--- config.mk ---
export PLATFORM = sky130hd
export DESIGN_NAME = trena_uc
export DESIGN_NICKNAME = d
export VERILOG_FILES = /design/src/rtl/trena_uc.sv
export SDC_FILE = /design/constraint.sdc
export NUM_CORES = 1
export LEC_CHECK = 0
export BUFFER_PORTS_ARGS = -buffer_cell sky130_fd_sc_hd__buf_4
export CAP_MARGIN = 40
export CORE_ASPECT_RATIO = 0.7
export CORE_UTILIZATION = 44
export DETAILED_ROUTE_END_ITERATION = 7
export GPL_ROUTABILITY_DRIVEN = 0
export MAX_ROUTING_LAYER = met4
export PLACE_DENSITY = 0.71
export RECOVER_POWER = 25
export SLEW_MARGIN = 20
export SYNTH_ARGS = -nofsm -noshare
export SYNTH_HDL_FRONTEND = slang
export SYNTH_SLANG_ARGS = --single-unit
--- constraint.sdc ---
create_clock -name clock -period 3 [get_ports clock]
set_input_delay 0.15 -clock clock [delete_from_list [all_inputs] [get_ports clock]]
set_output_delay 0.15 -clock clock [all_outputs]
set_load 0.02 [all_outputs]
--- src/rtl/trena_uc.sv ---
// Control unit for the tape-measure datapath: runs one HC-SR04 measurement, sends it as
// three hex characters plus "#", and adds a timeout and an optional continuous mode.
module trena_uc #(
    parameter int TIMEOUT = 2500000,
    parameter int PERIODO = 25000000
) (
    input  logic       clock,
    input  logic       reset,
    input  logic       medir,
    input  logic       modo_continuo,
    input  logic       fim_medida,
    input  logic       fim_digito,
    input  logic       fim_envio,
    output logic       zera,
    output logic       mensurar,
    output logic       conta,
    output logic       partida,
    output logic       pronto,
    output logic       erro,
    output logic [3:0] db_estado
);

    localparam int MAXC = (TIMEOUT > PERIODO) ? TIMEOUT : PERIODO;
    localparam int CW   = $clog2(MAXC + 1);

    typedef enum logic [3:0] {
        INICIAL        = 4'd0,
        PREPARACAO     = 4'd1,
        MEDIDA         = 4'd2,
        AGUARDA_MEDIDA = 4'd3,
        TRANSMITE      = 4'd4,
        ESPERA_TX      = 4'd5,
        PROXIMO        = 4'd6,
        FINAL          = 4'd7,
        ESPERA_PERIODO = 4'd8,
        ERRO           = 4'd14
    } state_t;

    state_t        state_q, state_d;
    logic [CW-1:0] cnt_q, cnt_d;

    always_ff @(posedge clock or posedge reset) begin
        if (reset) begin
            state_q <= INICIAL;
            cnt_q   <= '0;
        end else begin
            state_q <= state_d;
            cnt_q   <= cnt_d;
        end
    end

    // Any state change restarts the counter, so it reads 0 on the first cycle of a wait state.
    always_comb begin
        cnt_d = cnt_q;
        if (state_d != state_q) begin
            cnt_d = '0;
        end else if (state_q == AGUARDA_MEDIDA || state_q == ESPERA_PERIODO) begin
            cnt_d = cnt_q + 1'b1;
        end
    end

    always_comb begin
        state_d = state_q;
        case (state_q)
            INICIAL:        if (medir || modo_continuo) state_d = PREPARACAO;
            PREPARACAO:     state_d = MEDIDA;
            MEDIDA:         state_d = AGUARDA_MEDIDA;
            AGUARDA_MEDIDA: begin
                if (fim_medida) begin
                    state_d = TRANSMITE;
                end else if (cnt_q == CW'(TIMEOUT - 1)) begin
                    state_d = ERRO;
                end
            end
            TRANSMITE:      state_d = ESPERA_TX;
            ESPERA_TX:      if (fim_digito) state_d = fim_envio ? FINAL : PROXIMO;
            PROXIMO:        state_d = TRANSMITE;
            FINAL:          state_d = modo_continuo ? ESPERA_PERIODO : INICIAL;
            ESPERA_PERIODO: begin
                if (!modo_continuo) begin
                    state_d = INICIAL;
                end else if (cnt_q == CW'(PERIODO - 1)) begin
                    state_d = PREPARACAO;
                end
            end
            ERRO:           state_d = modo_continuo ? ESPERA_PERIODO : INICIAL;
            default:        state_d = INICIAL;
        endcase
    end

    always_comb begin
        zera      = 1'b0;
        mensurar  = 1'b0;
        conta     = 1'b0;
        partida   = 1'b0;
        pronto    = 1'b0;
        erro      = 1'b0;
        db_estado = state_q;
        case (state_q)
            PREPARACAO: zera     = 1'b1;
            MEDIDA:     mensurar = 1'b1;
            TRANSMITE:  partida  = 1'b1;
            PROXIMO:    conta    = 1'b1;
            FINAL:      pronto   = 1'b1;
            ERRO:       erro     = 1'b1;
            default:    ;
        endcase
    end

endmodule

# --- Word level (Yosys, flattened, before mapping) ---
# Cells that the tools add are included.
totals:
  regBits: 29
  inputBits: 7
  output_inout_bits: 10
  elab_cells: 37
op_classes:
  addsub: 1
  eq_ne: 12
  n_mux: 17
  reduce_logical: 5
op_table:
  columns: ["operator", "count"]
  rows:
  - ["two-way mux 25 bit", 2]
  - ["one-hot mux 4 bit (9 select lines)", 1]
  - ["two-way mux 4 bit", 7]
  - ["adder 25 x 1 -> 25 bit (second input constant)", 1]
  - ["== test 25 x 22 -> 1 bit (second input constant)", 1]
  - ["== test 25 bit (second input constant)", 1]
  - ["== test 4 x 3 -> 1 bit (second input constant)", 4]
  - ["== test 4 x 2 -> 1 bit (second input constant)", 2]
  - ["== test 4 bit (second input constant)", 2]
  - ["two-way mux 1 bit", 7]
  - ["== test 4 x 1 -> 1 bit (second input constant)", 1]
  - ["zero test 4 bit", 1]
  - ["!= test 4 bit", 1]
  - ["logical OR 1 bit", 2]
  - ["nonzero test 2 bit", 1]
  - ["OR reduction 2 bit", 1]

# --- Logic depth before layout (Yosys ltp) ---
# Gate-level depths: netlist of the first run.
depth:
  ltp_word: 6
  ltp_mapped: 8
  ltp_nobuf: 6

# --- Worst setup path after synthesis of the first run ---
# Ideal clock, no wire load.
synth_path:
  path_kind: "register -> register"
  start: "register state_q[0], in the netlist db_estado[0]"
  end: "register cnt_q[9]"
  setup_ns: 0.096
  arrival_ns: 1.891
  t_required_ns: 2.904
  setup_slack_ns: 1.013
  path_stages_with_launch: 6
  path_buffers: 0
  period_less_slack_ns: 1.987
  path_cell_list: "dfrtp_1 > or3b_4 > a2111oi_4 > nand3_2 > xor2_1 > nor4_2"
synth_between:
  elab_chain_len: 5
  word_cells_on_any_way: 22
  classes_between: "10 x eq/ne; 8 x mux; 4 x reduce/logical"
synth_rtl:
  columns: ["item", "line", "source"]
  rows:
  - ["start, declared", "39", "state_t state_q, state_d;"]
  - ["start signal, assigned", "47", "state_q <= state_d;"]
  - ["== test 4 bit, or another cell as far along", "64", "case (state_q)"]
  - ["OR reduction 2 bit (no source line), or another cell as far along", null, null]
  - ["one-hot mux 4 bit (9 select lines)", "64", null]
  - ["!= test 4 bit", "55", "if (state_d != state_q) begin"]
  - ["two-way mux 25 bit / nonzero test 2 bit (equally long branches)", null, null]
  - ["end signal, assigned", "48", "cnt_q <= cnt_d;"]
  - ["end, declared", "40", "logic [CW-1:0] cnt_q, cnt_d;"]
# Several ways; a longest one is shown, not always the timed one.
# A chain may end at the register's enable or synchronous reset.

# --- Final worst setup path of the first run ---
layout_path:
  start: "register state_q[0], in the netlist db_estado[0]"
  end: "register cnt_q[23]"
# Same word-level chain as after synthesis.

==> run summary, run 1 <==
Placed cell count = 260
Starting Density = 47.65%
Slew Viols, Final = 0
First-pass GRT wire length = 7527 µm
Worst-skew pair later-pin latency = 0.30 ns
Pre-antenna DRT Iters = 5
Worst Hold Class = input pin to flop
Nets = 224
Commonest cells after routing, fill and taps aside = dfrtp_1, buf_4, nor4_1, xor2_1
Cells after Synth = 202
Yosys cell types = 44
R2R depth = 5
Root buf cell = clkbuf_8
Achievable Freq = 0.4209 GHz
CTS resizes = 0
Pwr/cell area = 759.5 nW/µm²
CTS sink count = 29
Slew HR = 44.98%
Mux share of post-synthesis cell area = 0.5168%
Worst slew pin tran = 0.8253 ns
Antenna Nets Post-Route = 0
Dpl ws = 0.6562 ns
Total Power = 1.679 mW
Core Box Area = 4065 µm²
Avg Cell Area, Syn = 9.588 µm²
Compound-gate portion of the synthesized area = 7.687%
Routed length per instance = 16.32 µm
Crit share post-route = 79.19%
Synthesized Nets = 210
Critical Path End Type = flop
Min setup slack post-route = 0.6243 ns
CTS tree = yes
GRT Util Overall = 22.60%
Slowest-stage cell, CP = a2111oi_4
Post-synthesis adder-cell area fraction = 0.6460%
Register area = 725.7 µm²
Share of the yosys chip area belonging to registers = 37.47%
Ys async rst share = 100.0%
R2R setup slack = 0.62 ns
# IOs = 17
Max cap viols = 0
CP Class = flop to flop
N_diodes = 0
Die area = 4676 µm²
DIE HEIGHT = 57.51 µm
Yosys Warn Count = 0
Cell Rows = 19
Number of global-route vias before repair = 1457
Largest net degree at the start of global routing = 26
Post-Synth Simple-Gate Area = 38.76%
Main synth FF type = dfrtp_1
Via count = 1635
Largest family of logic cells by synthesized area = simple AND/OR/NAND/NOR gates
Commonest non-fill, non-tap cell in the layout = dfrtp_1
Postcts setup bufs = 0
Top post-synthesis cells by area = dfrtp_1, nor4_2, xor2_1, nor4_1, xnor2_1
# fillers = 359
#FFs+latches synth = 29
Area share of the largest cell type after synthesis = 37.47%
PortBufs = 16
Hold Vio Cnt, Final = 0
Crit-path cells = or3b_4 -> a2111oi_4 -> nand4_1 -> xor2_1 -> nor4_2
Sum Neg Setup Slack = 0 ns
Clk buf depth = 2
Antenna violations before repair = 0
Drt total wl = 4390 µm
Die X = 81.30 µm
Worst path arrival time = 2.56 ns
Fraction of layout cells with a size suffix above 1 = 21.20%
Pleak = 0.8375 nW
Worst hold stages = 2
H-tree Lvls = 2
Clock Skew = 0.01080 ns
Number of synthesized flops with an enable pin = 0
Slowest stage delay, CP = 0.64 ns
Crit path required time = 3.18 ns
Multi-input gate area = 1132 µm²
DR DRC count = 0
Area grow syn2layout = 14.15%
Post-detail-place hpwl = 3179 µm
CTS clk-pin slew, worst paths = 0.06 ns
Num CTS Buffers = 5
Worst setup SP type = flop
Unrepaired setup endpoints after global routing = false
Area leader, netlist = dfrtp_1
Crit path max fanout = 16
Post-Syn Area = 1937 µm²
Total grt overflow = 0
Peak VDD IR = 501.9 µV
Status = completed
Final Non-Filler Cells = 269
Minimum clock period = 2.376 ns
Synth Area in XOR/XNOR = 10.85%
Final setup fails = 0
Drt via density = 6.078
Initial DRC count = 178
## cells by family after synthesis
family                   after synthesis
AND/OR/NAND/NOR                      113
flip-flops                            29
XOR/XNOR                              24
AO/OA/AOI/OAI                         18
buffers and inverters                 16
multiplexers                           1
adder cells (fa/ha/maj)                1
## cells in the mapped netlist, types with 2 or more instances
library cell,number
dfrtp_1,29
nor4_1,15
xor2_1,15
nor2_1,13
nor4_2,13
nand2_1,11
nand3_1,10
nor3_1,10
buf_2,9
nand4_1,9
xnor2_1,9
nand2b_1,7
and4_1,6
a21oi_1,4
and3_1,4
clkbuf_1,3
a21o_1,2
a22o_1,2
and2_1,2
buf_4,2
inv_1,2
nor2b_1,2
o21bai_1,2
## sequential cells by signal, indices dropped and copies added, names as in the netlist
name       flops
db_estado      4
cnt_q         25
## area by class of cell
cell class                 instances  share of cell area [%]
clock buffer                       6                   3.735
sequential                        29                   32.82
inverter                           2                  0.3396
clock inverter                     2                   1.698
tap                               52                   2.943
timing repair buffer              21                   7.244
multi-input combinational        157                   51.22
## repair_timing
| item | in CTS | in global routing |
|---|---|---|
| hold buffers | 1 | 0 |
| setup endpoints to repair | 0 | 0 |
| endpoints found under the hold margin | 14 | 0 |
## per-layer routing
layer  vias up  GRT usage, %  wire [µm]
met5         -             -          0
met4         0         7.143         42
met3         4         6.400        299
met2        49         27.26       1827
met1       803         34.94       2222
li1        779             -          -
## worst paths after layout
kind                               startpoint           end
worst max-delay path             db_estado[0]     cnt_q[23]
worst min-delay path            modo_continuo  db_estado[3]
worst max register to register   db_estado[0]     cnt_q[23]
worst min register to register       cnt_q[0]      cnt_q[0]
max in group asynchronous               reset     cnt_q[21]
min in group asynchronous               reset     cnt_q[13]
## through the flow
step | hold WS, ns | util (%) | area, µm²
after global routing | 0.1227 | 54.39 | 2211
after global placement | 0.4276 | 50.82 | 2066
after floorplan | 0.2281 | - | 1937
after detailed placement | 0.2517 | 51.55 | 2096
final | 0.1197 | 54.39 | 2211
after CTS | 0.1156 | 54.76 | 2226
## power by group
| part | total (mW) | internal (mW) | switching (mW) |
|---|---|---|---|
| Clock | 0.430 | 0.270 | 0.161 |
| Combinational | 0.741 | 0.238 | 0.503 |
| Sequential | 0.508 | 0.420 | 0.0880 |
## critical path, delay by kind of cell (launching register included)
family	cells	cell delay, ns
xor gates and xnor gates	1	0.20
and+or+nand+nor	3	0.87
AOI/OAI and AO/OA	1	0.64
DFF	1	0.55
No activity file was read; power rests on OpenSTA's default activity.
==> inputs of run 2 (changes only) <==
- PLACE_DENSITY: 0.71 -> 0.73
- clock period: 3 -> 2 ns (I/O delays scaled with it)
==> run summary, run 2 (synthesis gave the netlist of run 1 again) <==
Status = finished, violations left
Failing checks = negative setup slack
Worst-skew pair later-pin latency = 0.29 ns
Final setup fails = 7
Crit share post-route = 100.3%
R2r endpoint = cnt_q[0]
Crit path required time = 2.17 ns
Worst path arrival time = 2.17 ns
Worst Hold Class = input pin to flop
# IOs = 17
Root buf cell = clkbuf_8
Unrepaired setup endpoints after global routing = true
Critical R2R Launch = cnt_q[9]
Drt total wl = 5873 µm
Placed cell count = 273
Antenna Nets Post-Route = 0
CTS tree = yes
Fraction of layout cells with a size suffix above 1 = 38.91%
N_diodes = 0
DR DRC count = 0
Slew HR = 50.15%
Largest Register = cnt_q
Min setup slack post-route = -0.006646 ns
Drt via density = 6.309
Final Non-Filler Cells = 291
CP Class = flop to flop
Minimum clock period = 2.007 ns
Worst slew pin tran = 0.7477 ns
Total Power = 3.134 mW
Die area = 4676 µm²
Clk buf depth = 2
Sum Neg Setup Slack = -0.02220 ns
Largest net degree at the start of global routing = 30
R2R depth = 6
Via count = 1836
Nets = 246
Num CTS Buffers = 5
Core Box Area = 4065 µm²
Worst setup SP type = flop
Post-detail-place hpwl = 3290 µm
Final Util = 66.64%
Worst hold stages = 2
Achievable Freq = 0.4983 GHz
Hold path endpoint = db_estado[3]
Worst Hold Launch = modo_continuo
Routed length per instance = 20.18 µm
Max cap viols = 0
Starting Density = 47.65%
Area grow syn2layout = 39.86%
Hold Vio Cnt, Final = 0
CTS sink count = 29
Crit path max fanout = 6
Pre-antenna DRT Iters = 4
R2R setup slack = -0.007 ns
Slew Viols, Final = 0
GRT Util Overall = 24.58%
DIE HEIGHT = 57.51 µm
Commonest cells after routing, fill and taps aside = buf_4, dfrtp_1, xor2_1, nor4_2, nor2_1
CTS clk-pin slew, worst paths = 0.06 ns
Pleak = 0.9922 nW
Number of global-route vias before repair = 1566
Max reg flops = 25
Pwr/cell area = 1157 nW/µm²
H-tree Lvls = 2
Clock Skew = 0.003448 ns
Critical Path End Type = flop
Peak VDD IR = 927.4 µV
Die X = 81.30 µm
PortBufs = 16
Initial DRC count = 244
Total grt overflow = 0
First-pass GRT wire length = 8176 µm
Tightest hold margin = 0.1312 ns
Antenna violations before repair = 0
Commonest non-fill, non-tap cell in the layout = buf_4
Cell Rows = 19
[run 2: changes by cell type in the layout (fill, tap and decap cells not counted), sizes merged]
cell and delta:
a31o +1, buf +20, bufinv -1, clkbuf +1
clkinv +2, clkinvlp -1
[run 2: cell type report]
class,instances,area (µm²)
fill,317,1356
clock buffer,6,72.57
timing repair buffer,42,390.4
multi-input combinational,158,1438
tap,52,65.06
inverter,2,7.507
clock inverter,2,10.01
sequential,29,725.7
[run 2: report_power, final]
part,internal [mW],switching (mW)
clock,0.240,0.237
combinational,0.700,1.28
sequential,0.631,0.0457
total,1.57,1.56
[run 2: worst max-delay path by stage]
| stage | start | to | slack, ns | cells past startpoint |
|---|---|---|---|---|
| detailed placement | cnt_q[0] | cnt_q[2] | -0.07 | 7 |
| finish | cnt_q[9] | cnt_q[0] | -0.007 | 6 |
| floorplan | db_estado[0] | cnt_q[9] | 0.01 | 5 |
| CTS | cnt_q[0] | cnt_q[17] | 0.03 | 7 |
| global route | cnt_q[15] | cnt_q[8] | -0.08 | 6 |
| global placement | cnt_q[9] | cnt_q[0] | 0.02 | 6 |
[run 2: timing repair]
item	4_1_cts	5_1_grt
resized for setup	16	35
pin swaps	1	8
endpoints found under the setup margin	25	25
hold endpoints to repair	29	0
setup buffers	1	3
hold buffers	1	0
gates cloned	0	5
[run 2: critical path, stage by stage, from the launching register on]
cell and delay (ns):
dfrtp_1 0.41, or3b_4 0.42, nor4b_4 0.36, a31oi_4 0.15, nor2_4 0.25, clkbuf_16 0.23
nor4_2 0.05
[run 2: per-layer routing]
metal / vias up / track usage [%] / wire length (µm)
li1: 825 / - / -
met1: 917 / 39.20 / 2669
met2: 84 / 29.29 / 2622
met3: 10 / 5.600 / 499
met4: 0 / 7.653 / 82
met5: - / - / 0
[run 2: stage by stage]
stage	instance area, µm²	setup WS [ns]
floorplan	1937	0.01290
detailed placement	2191	-0.07177
CTS	2384	0.02732
global route	2709	-0.07922
finish	2709	-0.006646
global placement	2191	0.02008
==> inputs of run 3 (changes only) <==
- CORE_ASPECT_RATIO: 0.7 -> 2
==> run summary, run 3 (synthesis gave the netlist of run 1 again) <==
Dpl ws = -0.04299 ns
H-tree Lvls = 2
Pwr/cell area = 1295 nW/µm²
Worst-skew pair later-pin latency = 0.29 ns
# fillers = 320
Final Non-Filler Cells = 294
Crit path buffers/inverters = 1
CTS tree = yes
DIE HEIGHT = 95.83 µm
N_diodes = 0
Min setup slack post-route = -0.03029 ns
Worst Hold Launch = modo_continuo
R2r endpoint = cnt_q[21]
Max reg flops = 25
Hold Vio Cnt, Final = 0
Total grt overflow = 0
CP Capture Point = cnt_q[21]
Commonest non-fill, non-tap cell in the layout = buf_4
Num CTS Buffers = 5
Slowest stage delay, CP = 0.45 ns
R2R setup slack = -0.03 ns
Antenna violations before repair = 0
Slew Viols, Final = 0
Slew HR = 51.55%
CTS sink count = 29
Critical R2R Launch = db_estado[1]
Root buf cell = clkbuf_8
Largest net degree at the start of global routing = 30
Critical Path End Type = flop
Crit share post-route = 101.5%
Pleak = 1.014 nW
Drt total wl = 5842 µm
# IOs = 17
Unrepaired setup endpoints after global routing = true
Fraction of layout cells with a size suffix above 1 = 38.84%
Area grow syn2layout = 37.86%
Die area = 4688 µm²
PortBufs = 16
Clk buf depth = 2
Pre-antenna DRT Iters = 4
Cell Rows = 33
Placed cell count = 276
Core Box Area = 4170 µm²
Final Util = 64.03%
GRT Util Overall = 24.27%
Commonest cells after routing, fill and taps aside = buf_4, dfrtp_1, nor4_2
Drt via density = 6.265
Achievable Freq = 0.4925 GHz
Crit path max fanout = 9
Antenna Nets Post-Route = 0
Max cap viols = 0
Worst path arrival time = 2.23 ns
Largest Register = cnt_q
Nets = 249
First-pass GRT wire length = 8162 µm
R2R depth = 6
Starting Density = 46.44%
Peak VDD IR = 878.7 µV
Minimum clock period = 2.030 ns
Clock Skew = 0.006653 ns
Number of global-route vias before repair = 1750
Status = finished, violations left
Slowest-stage cell, CP = dfrtp_2
Final setup fails = 2
Crit path required time = 2.20 ns
Die X = 48.92 µm
Via count = 1842
Worst slew pin tran = 0.7267 ns
Final Cell Area = 2670 µm²
DR DRC count = 0
Failing checks = negative setup slack
Worst setup SP type = flop
Placed cell areas = 2226 µm²
CP Class = flop to flop
Worst Hold Class = input pin to flop
Initial DRC count = 94
Post-detail-place hpwl = 3460 µm
Routed length per instance = 19.87 µm
WP depth = 6
Delay-heaviest family, CP = simple AND/OR/NAND/NOR gates
Total Power = 3.457 mW
Crit-path cells = or3b_4 -> a2111oi_4 -> buf_6 -> nand4_1 -> xor2_2 -> nor4_4
CTS clk-pin slew, worst paths = 0.07 ns
Critical Path Source = db_estado[1]
run 3: worst min-delay path by stage:
stage / end / cells past startpoint / slack [ns]
after floorplan: cnt_q[0] / 1 / 0.18
after global placement: db_estado[3] / 3 / 0.20
after detailed placement: cnt_q[24] / 3 / 0.21
after CTS: db_estado[3] / 2 / 0.06
after global routing: db_estado[3] / 2 / 0.08
final: db_estado[3] / 2 / 0.07
run 3: stage by stage:
stage          TNS [ns]  hold WS [ns]
6_report       -0.03185       0.06895
3_3_place_gp          0        0.1991
3_5_place_dp    -0.5481        0.2075
5_1_grt         -0.4085       0.07958
2_1_floorplan         0        0.1781
4_1_cts               0       0.06273
run 3: worst register-to-register path: cells and delay by family (launching register included):
| family | cells | cell delay (ns) |
|---|---|---|
| xor+xnor | 1 | 0.22 |
| simple gates | 3 | 0.77 |
| compound gates | 1 | 0.31 |
| buf+inv | 1 | 0.19 |
| flops | 1 | 0.45 |
run 3: layer usage:
layer	global-route usage, %	share of wire [%]	up-vias
li1	-	-	830
met1	22.92	35	915
met2	44.79	57	78
met3	4.423	4.9	19
met4	14.95	3.6	0
met5	-	0	-
run 3: power breakdown:
part | internal (mW) | switching (mW) | total, mW
logic | 0.879 | 1.23 | 2.11
registers | 0.634 | 0.0606 | 0.694
clock network | 0.405 | 0.249 | 0.654
total | 1.92 | 1.54 | 3.46
run 3: repair_timing:
item	4_1_cts	5_1_grt
hold buffers	1	0
cloned	0	4
endpoints found under the hold margin	29	0
endpoints found under the setup margin	25	25
gates resized for setup	4	29
pin swaps	0	2
buffers inserted	0	5
run 3: cell type report:
type | instances | area [µm²] | share of cell area, %
multi-input cells | 158 | 1331 | 49.86
clock inverters | 2 | 37.54 | 1.406
repair buffers | 45 | 417.9 | 15.65
flip-flops and latches | 29 | 728.2 | 27.27
clock buffers | 6 | 82.58 | 3.093
well taps | 52 | 65.06 | 2.437
inverters | 2 | 7.507 | 0.2812
